File: src/rtl/stage_decode.sv
// RV32I decode stage: field decode, immediate generation, 32x32 register file read,
// RAW hazard detection and the decode->execute pipeline register.
// Optional macro STAGE_DECODE_BYPASS_EN forwards same-cycle wb writes into operand reads.
module stage_decode (
  input  logic        clk,
  input  logic        reset_n,
  input  logic        de_valid,
  input  logic [31:0] de_insn,
  input  logic [31:0] de_pc,
  output logic        de_stall,
  input  logic        de_flush,
  input  logic        ex_stall,
  input  logic        mem_wen,
  input  logic [4:0]  mem_rd,
  input  logic        wb_wen,
  input  logic [4:0]  wb_rd,
  input  logic [31:0] wb_data,
  output logic        ex_valid,
  output logic [31:0] ex_pc,
  output logic [3:0]  ex_op,
  output logic [2:0]  ex_funct3,
  output logic        ex_alt,
  output logic [31:0] ex_imm,
  output logic [31:0] ex_rs1_data,
  output logic [31:0] ex_rs2_data,
  output logic [4:0]  ex_rd,
  output logic        ex_wen,
  output logic        ex_illegal
);

  localparam logic [3:0] OP_LUI    = 4'd0;
  localparam logic [3:0] OP_AUIPC  = 4'd1;
  localparam logic [3:0] OP_JAL    = 4'd2;
  localparam logic [3:0] OP_JALR   = 4'd3;
  localparam logic [3:0] OP_BRANCH = 4'd4;
  localparam logic [3:0] OP_LOAD   = 4'd5;
  localparam logic [3:0] OP_STORE  = 4'd6;
  localparam logic [3:0] OP_OPIMM  = 4'd7;
  localparam logic [3:0] OP_OP     = 4'd8;
  localparam logic [3:0] OP_MISC   = 4'd9;
  localparam logic [3:0] OP_SYSTEM = 4'd10;
  localparam logic [3:0] OP_ILL    = 4'd15;

  logic [6:0]  opcode;
  logic [2:0]  funct3;
  logic [6:0]  funct7;
  logic [4:0]  rd, rs1, rs2;
  logic [31:0] imm_i, imm_s, imm_b, imm_u, imm_j;

  assign opcode = de_insn[6:0];
  assign funct3 = de_insn[14:12];
  assign funct7 = de_insn[31:25];
  assign rd     = de_insn[11:7];
  assign rs1    = de_insn[19:15];
  assign rs2    = de_insn[24:20];

  assign imm_i = {{20{de_insn[31]}}, de_insn[31:20]};
  assign imm_s = {{20{de_insn[31]}}, de_insn[31:25], de_insn[11:7]};
  assign imm_b = {{19{de_insn[31]}}, de_insn[31], de_insn[7], de_insn[30:25], de_insn[11:8], 1'b0};
  assign imm_u = {de_insn[31:12], 12'b0};
  assign imm_j = {{11{de_insn[31]}}, de_insn[31], de_insn[19:12], de_insn[20], de_insn[30:21], 1'b0};

  logic [3:0]  dec_op;
  logic        dec_illegal;
  logic [31:0] dec_imm;
  logic        dec_wr;
  logic        use_rs1, use_rs2;
  logic        dec_wen;

  always_comb begin
    dec_op      = OP_ILL;
    dec_illegal = 1'b1;
    dec_imm     = 32'd0;
    dec_wr      = 1'b0;
    use_rs1     = 1'b0;
    use_rs2     = 1'b0;
    if (de_insn[1:0] == 2'b11) begin
      case (opcode)
        7'b0110111: begin dec_op = OP_LUI;   dec_illegal = 1'b0; dec_imm = imm_u; dec_wr = 1'b1; end
        7'b0010111: begin dec_op = OP_AUIPC; dec_illegal = 1'b0; dec_imm = imm_u; dec_wr = 1'b1; end
        7'b1101111: begin dec_op = OP_JAL;   dec_illegal = 1'b0; dec_imm = imm_j; dec_wr = 1'b1; end
        7'b1100111: begin
          dec_op = OP_JALR; dec_illegal = 1'b0; dec_imm = imm_i; dec_wr = 1'b1; use_rs1 = 1'b1;
        end
        7'b1100011: if (funct3 != 3'b010 && funct3 != 3'b011) begin
          dec_op = OP_BRANCH; dec_illegal = 1'b0; dec_imm = imm_b; use_rs1 = 1'b1; use_rs2 = 1'b1;
        end
        7'b0000011: if (funct3 != 3'b011 && funct3 != 3'b110 && funct3 != 3'b111) begin
          dec_op = OP_LOAD; dec_illegal = 1'b0; dec_imm = imm_i; dec_wr = 1'b1; use_rs1 = 1'b1;
        end
        7'b0100011: if (funct3 == 3'b000 || funct3 == 3'b001 || funct3 == 3'b010) begin
          dec_op = OP_STORE; dec_illegal = 1'b0; dec_imm = imm_s; use_rs1 = 1'b1; use_rs2 = 1'b1;
        end
        // Shift-immediates reuse imm[11:5] as funct7; only SRAI may set bit 30.
        7'b0010011: if (!((funct3 == 3'b001 && funct7 != 7'b0000000) ||
                          (funct3 == 3'b101 && funct7 != 7'b0000000 && funct7 != 7'b0100000))) begin
          dec_op = OP_OPIMM; dec_illegal = 1'b0; dec_imm = imm_i; dec_wr = 1'b1; use_rs1 = 1'b1;
        end
        7'b0110011: if (funct7 == 7'b0000000 ||
                        (funct7 == 7'b0100000 && (funct3 == 3'b000 || funct3 == 3'b101))) begin
          dec_op = OP_OP; dec_illegal = 1'b0; dec_wr = 1'b1; use_rs1 = 1'b1; use_rs2 = 1'b1;
        end
        7'b0001111: begin dec_op = OP_MISC; dec_illegal = 1'b0; dec_imm = imm_i; end
        7'b1110011: begin
          dec_op = OP_SYSTEM; dec_illegal = 1'b0; dec_imm = imm_i; dec_wr = 1'b1; use_rs1 = 1'b1;
        end
        default: ;
      endcase
    end
  end

  assign dec_wen = dec_wr & (rd != 5'd0);

  // Register file: x0 is never written and always reads as zero.
  logic [31:0] rf [32];

  always_ff @(posedge clk) begin
    if (wb_wen && wb_rd != 5'd0)
      rf[wb_rd] <= wb_data;
  end

  logic [31:0] rs1_data, rs2_data;

  always_comb begin
    rs1_data = 32'd0;
    rs2_data = 32'd0;
    if (rs1 != 5'd0) rs1_data = rf[rs1];
    if (rs2 != 5'd0) rs2_data = rf[rs2];
`ifdef STAGE_DECODE_BYPASS_EN
    if (wb_wen && rs1 != 5'd0 && wb_rd == rs1) rs1_data = wb_data;
    if (wb_wen && rs2 != 5'd0 && wb_rd == rs2) rs2_data = wb_data;
`endif
  end

  logic hz_rs1, hz_rs2, hazard;

  always_comb begin
    hz_rs1 = use_rs1 && rs1 != 5'd0 &&
             ((ex_valid && ex_wen && ex_rd == rs1) || (mem_wen && mem_rd == rs1));
    hz_rs2 = use_rs2 && rs2 != 5'd0 &&
             ((ex_valid && ex_wen && ex_rd == rs2) || (mem_wen && mem_rd == rs2));
`ifndef STAGE_DECODE_BYPASS_EN
    // Without forwarding the array only holds the wb value after this edge.
    if (use_rs1 && rs1 != 5'd0 && wb_wen && wb_rd == rs1) hz_rs1 = 1'b1;
    if (use_rs2 && rs2 != 5'd0 && wb_wen && wb_rd == rs2) hz_rs2 = 1'b1;
`endif
  end

  assign hazard = hz_rs1 | hz_rs2;

  // Handshakes: fetch->decode transfers when de_valid & ~de_stall & ~de_flush, and fetch
  // holds its word while de_stall is high; decode->execute holds every ex_* while ex_stall is high.
  logic accept;

  assign de_stall = de_valid & ~de_flush & (hazard | ex_stall);
  assign accept   = de_valid & ~de_stall & ~de_flush;

  always_ff @(posedge clk or negedge reset_n) begin
    if (!reset_n) begin
      ex_valid    <= 1'b0;
      ex_pc       <= 32'd0;
      ex_op       <= 4'd0;
      ex_funct3   <= 3'd0;
      ex_alt      <= 1'b0;
      ex_imm      <= 32'd0;
      ex_rs1_data <= 32'd0;
      ex_rs2_data <= 32'd0;
      ex_rd       <= 5'd0;
      ex_wen      <= 1'b0;
      ex_illegal  <= 1'b0;
    end else if (de_flush) begin
      ex_valid <= 1'b0;
    end else if (!ex_stall) begin
      ex_valid <= accept;
      if (accept) begin
        ex_pc       <= de_pc;
        ex_op       <= dec_op;
        ex_funct3   <= funct3;
        ex_alt      <= de_insn[30];
        ex_imm      <= dec_imm;
        ex_rs1_data <= rs1_data;
        ex_rs2_data <= rs2_data;
        ex_rd       <= rd;
        ex_wen      <= dec_wen;
        ex_illegal  <= dec_illegal;
      end
    end
  end

endmodule

File: config.mk
export PLATFORM = sky130hd
export DESIGN_NAME = stage_decode
export DESIGN_NICKNAME = d
export VERILOG_FILES = /design/src/rtl/stage_decode.sv
export SDC_FILE = /design/constraint.sdc
export NUM_CORES = 2
export LEC_CHECK = 0
export CAP_MARGIN = 20
export CELL_PAD_IN_SITES_DETAIL_PLACEMENT = 1
export CELL_PAD_IN_SITES_GLOBAL_PLACEMENT = 2
export CORE_MARGIN = 4
export CORE_UTILIZATION = 28
export CTS_BUF_LIST = sky130_fd_sc_hd__clkbuf_8
export CTS_CLUSTER_SIZE = 25
export DETAILED_ROUTE_END_ITERATION = 10
export PLACE_DENSITY = 0.53
export SETUP_SLACK_MARGIN = 0.2
export SLEW_MARGIN = 5
export SYNTH_ARGS = -nofsm -noshare
export SYNTH_HDL_FRONTEND = slang
export SYNTH_SLANG_ARGS = --single-unit
File: constraint.sdc
create_clock -name clk -period 2.8 [get_ports clk]
set_input_delay 0.42 -clock clk [delete_from_list [all_inputs] [get_ports clk]]
set_output_delay 0.42 -clock clk [all_outputs]
set_load 0.05 [all_outputs]
Yosys cells after proc, flatten, opt, wreduce, memory -nomap -nowiden
Memory sizes are Yosys's and may differ from the RTL's.
Index checks and enable logic that the tools add are counted.
{"block": "word_totals", "mem_count": 1, "wordCells": 130, "ram_bits": 1024, "input_bits": 113, "ff_bits": 144, "output_inout_bits": 145}
{"name": "rf", "words": 32, "width": 32, "rd": 2, "rd_clocked_by_memory_dff": 0, "write_ports": 1, "line_no": "115", "text": "logic [31:0] rf [32];"}
{"block": "classes", "eq_ne": 28, "bitwise": 10, "n_mux": 39, "n_reduce_logical": 41}
{"operator": "32-bit 2-to-1 mux", "n": 7}
{"operator": "32-bit case mux with 7 select lines", "n": 1}
{"operator": "4-bit case mux with 11 select lines", "n": 1}
{"operator": "5-bit == test", "n": 6}
{"operator": "7-bit by 6-bit == test with 1-bit output, second input constant", "n": 4}
{"operator": "7-bit == test, second input constant", "n": 4}
{"operator": "1-bit logical AND", "n": 21}
{"operator": "1-bit 2-to-1 mux", "n": 20}
{"operator": "4-bit 2-to-1 mux", "n": 5}
{"operator": "5-bit nonzero test", "n": 4}
{"operator": "7-bit by 5-bit == test with 1-bit output, second input constant", "n": 2}
{"operator": "1-bit case mux with 6 select lines", "n": 2}
{"operator": "7-bit by 2-bit == test with 1-bit output, second input constant", "n": 1}
{"operator": "7-bit by 4-bit == test with 1-bit output, second input constant", "n": 1}
{"operator": "7-bit zero test", "n": 1}
{"operator": "1-bit logical OR", "n": 7}
{"operator": "7-bit by 6-bit inequality test with 1-bit output, second input constant", "n": 1}
{"operator": "7-bit nonzero test", "n": 1}
{"operator": "3-bit by 2-bit inequality test with 1-bit output, second input constant", "n": 2}
{"operator": "3-bit inequality test, second input constant", "n": 2}
{"operator": "6-bit OR reduction", "n": 1}
{"operator": "1-bit AND", "n": 5}
{"operator": "5-bit OR reduction", "n": 1}
{"operator": "1-bit case mux with 4 select lines", "n": 1}
{"operator": "other kinds (13)", "n": 17}

Depth between registers and ports, before layout
{"block": "depth", "depth_word": 19, "mapped_depth": 11, "ltp_nobuf": 7}

Worst setup path before layout
OpenSTA, ideal clock, no wires.
{"block": "synth_path", "path_type": "input -> register", "start": "input port wb_rd[2]", "end": "memory rf[23][0] (enable)", "t_arrival_ps": 3309, "path_stages": 3, "slack_ps": -977, "required_time_ps": 2332, "n_path_buf": 1, "setup_ps": 468, "cell_sequence": "clkbuf_1 > nand4_1 > nor3b_1"}
{"block": "synth_via", "elab_chain_cells": 4}
{"item": "start, declared", "line_no": "16", "text": "input logic [4:0] wb_rd,"}
{"item": "5-bit nonzero test", "line_no": "118", "text": "if (wb_wen && wb_rd != 5'd0)"}
{"item": "1-bit logical AND", "line_no": "118"}
{"item": "1-bit 2-to-1 mux", "line_no": "118"}
{"item": "1-bit 2-to-1 mux (not written as such)", "line_no": "119", "text": "rf[wb_rd] <= wb_data;"}
{"item": "end, declared", "line_no": "115"}
Parallel ways exist; a longest one is shown, timed or not.

Worst setup path after layout
{"block": "layout_path", "start": "input port de_insn[25]", "end": "output port de_stall"}
{"block": "layout_via", "elab_chain_cells": 14, "word_cells_on_any_way": 29, "cone_classes": "eq/ne: 2; mux: 8; bitwise: 3; reduce/logical: 16"}
{"item": "start, declared", "line_no": "8", "text": "input logic [31:0] de_insn,"}
{"item": "7-bit nonzero test", "line_no": "95, 96"}
{"item": "1-bit logical AND (2 in a row)", "line_no": "96", "text": "(funct3 == 3'b101 && funct7 != 7'b0000000 && funct7 != 7'b0100000))) begin"}
{"item": "1-bit logical OR", "line_no": "95", "text": "7'b0010011: if (!((funct3 == 3'b001 && funct7 != 7'b0000000) ||"}
{"item": "1-bit 2-to-1 mux", "line_no": "95"}
{"item": "1-bit case mux with 6 select lines", "line_no": "78", "text": "case (opcode)"}
{"item": "1-bit 2-to-1 mux", "line_no": "77", "text": "if (de_insn[1:0] == 2'b11) begin"}
{"item": "1-bit logical AND", "line_no": "138, 144"}
{"item": "1-bit logical AND (2 in a row)", "line_no": "144", "text": "if (use_rs1 && rs1 != 5'd0 && wb_wen && wb_rd == rs1) hz_rs1 = 1'b1;"}
{"item": "1-bit 2-to-1 mux", "line_no": "144"}
{"item": "1-bit bitwise OR (*)", "line_no": "149", "text": "assign hazard = hz_rs1 | hz_rs2;"}
{"item": "1-bit bitwise OR (*)", "line_no": "155", "text": "assign de_stall = de_valid & ~de_flush & (hazard | ex_stall);"}
{"item": "1-bit AND (*)", "line_no": "155"}
{"item": "end, declared", "line_no": "10", "text": "output logic de_stall,"}
Mark *: on every way between the ends. The rest lies on a longest branch, timed or not.

==> run summary <==
status = finished with violations
failing checks = setup timing
crit-path cells = clkdlybuf4s50_1 -> or4_4 -> o41a_1 -> o32a_1 -> nand2b_4 -> o21a_4 -> nor2_4 -> o21a_4 -> buf_12
endpoint class of the critical path = output port
final period utilization = 122%
Iter 0 DRT Violations = 3253
worst vdd ir = 0.523 mV
R2R Path End = ex_rs2_data[0]
Clock Skews = 0.0588 ns
xor/xnor share of the synthesized area = 0.525%
endpoints failing hold = 0
Finished Layout Cells = 6312
Die H = 445 microns
Seq. cell area = 0.0344 sq mm
multiplexer area fraction after synthesis = 23.2%
CP max stage cell = or4_4
Post-DP Area = 0.0627 sq mm
warning count from the yosys run = 0
count leader, synth = edfxtp_1
setup TNS = -0.815 ns
Cell Area, Synth = 0.0534 sq mm
crit path kind = input port to output port
filler instances = 18915
R2R Path Start = ex_rd[4]
crit path time final = 3.41 ns
DRC errors left = 0
vias in the first global route = 37363
I/O pin cnt = 258
cts bufs inserted = 208
core area = 0.189 sq mm
type of the most critical hold path = input port to flip-flop
Placed Cells = 5856
1st-pass router iterations = 6
Primary FF master, synth = edfxtp_1
Port Buffers = 257
worst setup margin = -0.612 ns
Yosys top cell by area = edfxtp_1
final setup fails = 12
CP most frequent cell = o21a_4
Synth Area in Compound Gates = 6.05%
die area = 0.198 sq mm
CTS clk-pin slew, worst paths = 0.06 ns
cell count along the critical path = 9
layout cells sized above 1 = 34.7%
CP Buf/Inv Count = 2
max-cap violations = 0
CP peak stage delay = 0.57 ns
design area = 0.0682 sq mm
row cnt = 159
Final HPWL DP = 131 mm
GRT Total Usage = 21.2%
largest cells by area after synthesis = edfxtp_1 (58%), mux4_2 (20%), dfrtp_1 (6.8%)
pwr dens = 618 mW/mm^2
Area Growth Syn to Fin = 27.8%
first-pass GRT wire length = 297 mm
multi-input logic area = 0.0191 sq mm
total gr overflow = 0
Chip Width = 445 microns
WL per Instance = 33.9 microns
Commonest cells post-synth = edfxtp_1 (1024), mux4_2 (466), a22oi_1 (204), clkbuf_1 (150), dfrtp_1 (144)
measured slew at the worst slew-check pin = 1.13 ns
area share of fa/ha/maj cells after synthesis = 0%
Seq cells post-synth = 1168
Slew HR = 24.5%
Starting Density = 28.3%
post-synthesis cell type count = 60
Post-Synth Simple-Gate Area = 3.83%
post-synthesis area per instance = 18.0 sq um
DRT antenna net count = 0
final net count = 3746
largest net degree at the start of global routing = 119
sequential area share after synthesis = 64.4%
total power = 0.0421 W
crit path capture = de_stall
largest family of logic cells by synthesized area = multiplexers
share of the synthesized area in the top cell type = 57.6%
initial antenna violation count = 8
r2r setup slk = -0.03 ns
R2R cell count = 14
Final Wtd Congestion = 0.821
delay-heaviest family, CP = compound AO/OA/AOI/OAI gates
Clock Sinks = 1168
total wire length = 214 mm
fraction of registers with async set/reset = 12.3%
RSZ-0062 raised after global routing = yes
Startpoint Class = input port
Fmax achieved = 293 MHz
CP max FO = 4
number of enable flip-flop cells after synthesis = 1024
CTS tree = built
H-tree depth = 4
worst path required time = 2.38 ns
maximum clock path buffer count = 3
CP startpoint = de_insn[25]
Arrival @ worst endpoint = 2.99 ns
Root Buffer = clkbuf_8
Final Max Slew Viols = 0
Clock Latency Late Sink = 0.97 ns
vias per inst = 5.48
routed vias = 34578
Leak = 23.2 nW
Post-Synthesis Cells = 2964
where the power goes:
group / total, W / switching, W / leakage, nW / internal, W
logic: 0.00632 / 0.00392 / 9.85 / 0.00241
registers: 0.0200 / 0.000492 / 10.9 / 0.0195
clock network: 0.0158 / 0.00761 / 2.39 / 0.00816
cells in the final DEF, fill, tap and decap left out, types with 104 or more instances in the layout:
cell	count
edfxtp_1	1024
mux4_2	466
clkbuf_8	238
buf_4	232
a22oi_1	204
dfrtp_1	143
nand2_1	142
dlygate4sd2_1	135
mux2i_1	132
buf_12	125
clkdlybuf4s50_1	104
cell type report:
| type | count | share of cell area (%) |
|---|---|---|
| inverter | 3 | 0.0165 |
| timing repair buffer | 672 | 11.0 |
| clock inverter | 152 | 1.23 |
| sequential | 1168 | 50.4 |
| antenna | 5 | 0.0183 |
| tap | 2495 | 4.58 |
| multi-input combinational | 1580 | 28.0 |
| clock buffer | 237 | 4.78 |
sequential cells by signal (all words and copies together), names as in the netlist:
signal and count:
ex_alt 1, ex_funct3 3, ex_illegal 1, ex_imm 32
ex_op 4, ex_pc 32, ex_rd 5, ex_rs1_data 32
ex_rs2_data 32, ex_valid 1, ex_wen 1, rf 1024
repair_timing:
| action | in CTS | in global routing |
|---|---|---|
| hold endpoints to repair | 176 | 0 |
| endpoints found under the setup margin | 185 | 132 |
| gates cloned | 4 | 9 |
| hold buffers | 34 | 0 |
| buffers inserted | 4 | 9 |
| resized for setup | 191 | 87 |
| pin swaps | 26 | 42 |
metal layers:
metal  routed length [microns]  share of wire (%)  global-route usage [%]
met4                      6750                3.2                    6.71
met1                     90600                 42                    28.2
met5                         0                  0                       0
met3                     13700                6.4                    4.08
met2                    103000                 48                    34.9
stage by stage:
step / util, % / hold WS, ns / worst slack, ns
2_1_floorplan: - / 0.124 / -0.0863
3_3_place_gp: 33.3 / 0.434 / -0.637
3_5_place_dp: 33.3 / 0.443 / -0.657
4_1_cts: 35.7 / 0.00250 / -0.791
5_1_grt: 36.2 / 0.0447 / -0.745
6_report: 36.2 / 0.123 / -0.612
logic make-up after synthesis:
kind of cell              Yosys count
xor gates and xnor gates           32
other                               1
DFF                              1168
AOI/OAI and AO/OA                 439
and+or+nand+nor                   436
buffers and inverters             248
muxes                             640
worst min-delay path by stage:
stage	start	endpoint	slack, ns	cells after the start
floorplan	reset_n	ex_alt	0.12	0
global placement	reset_n	ex_rs1_data[1]	0.43	1
detailed placement	reset_n	ex_imm[26]	0.44	1
CTS	de_pc[11]	ex_pc[11]	0.002	2
global route	de_pc[9]	ex_pc[9]	0.04	2
finish	de_pc[11]	ex_pc[11]	0.12	2
(Power assumes the default switching activity.)
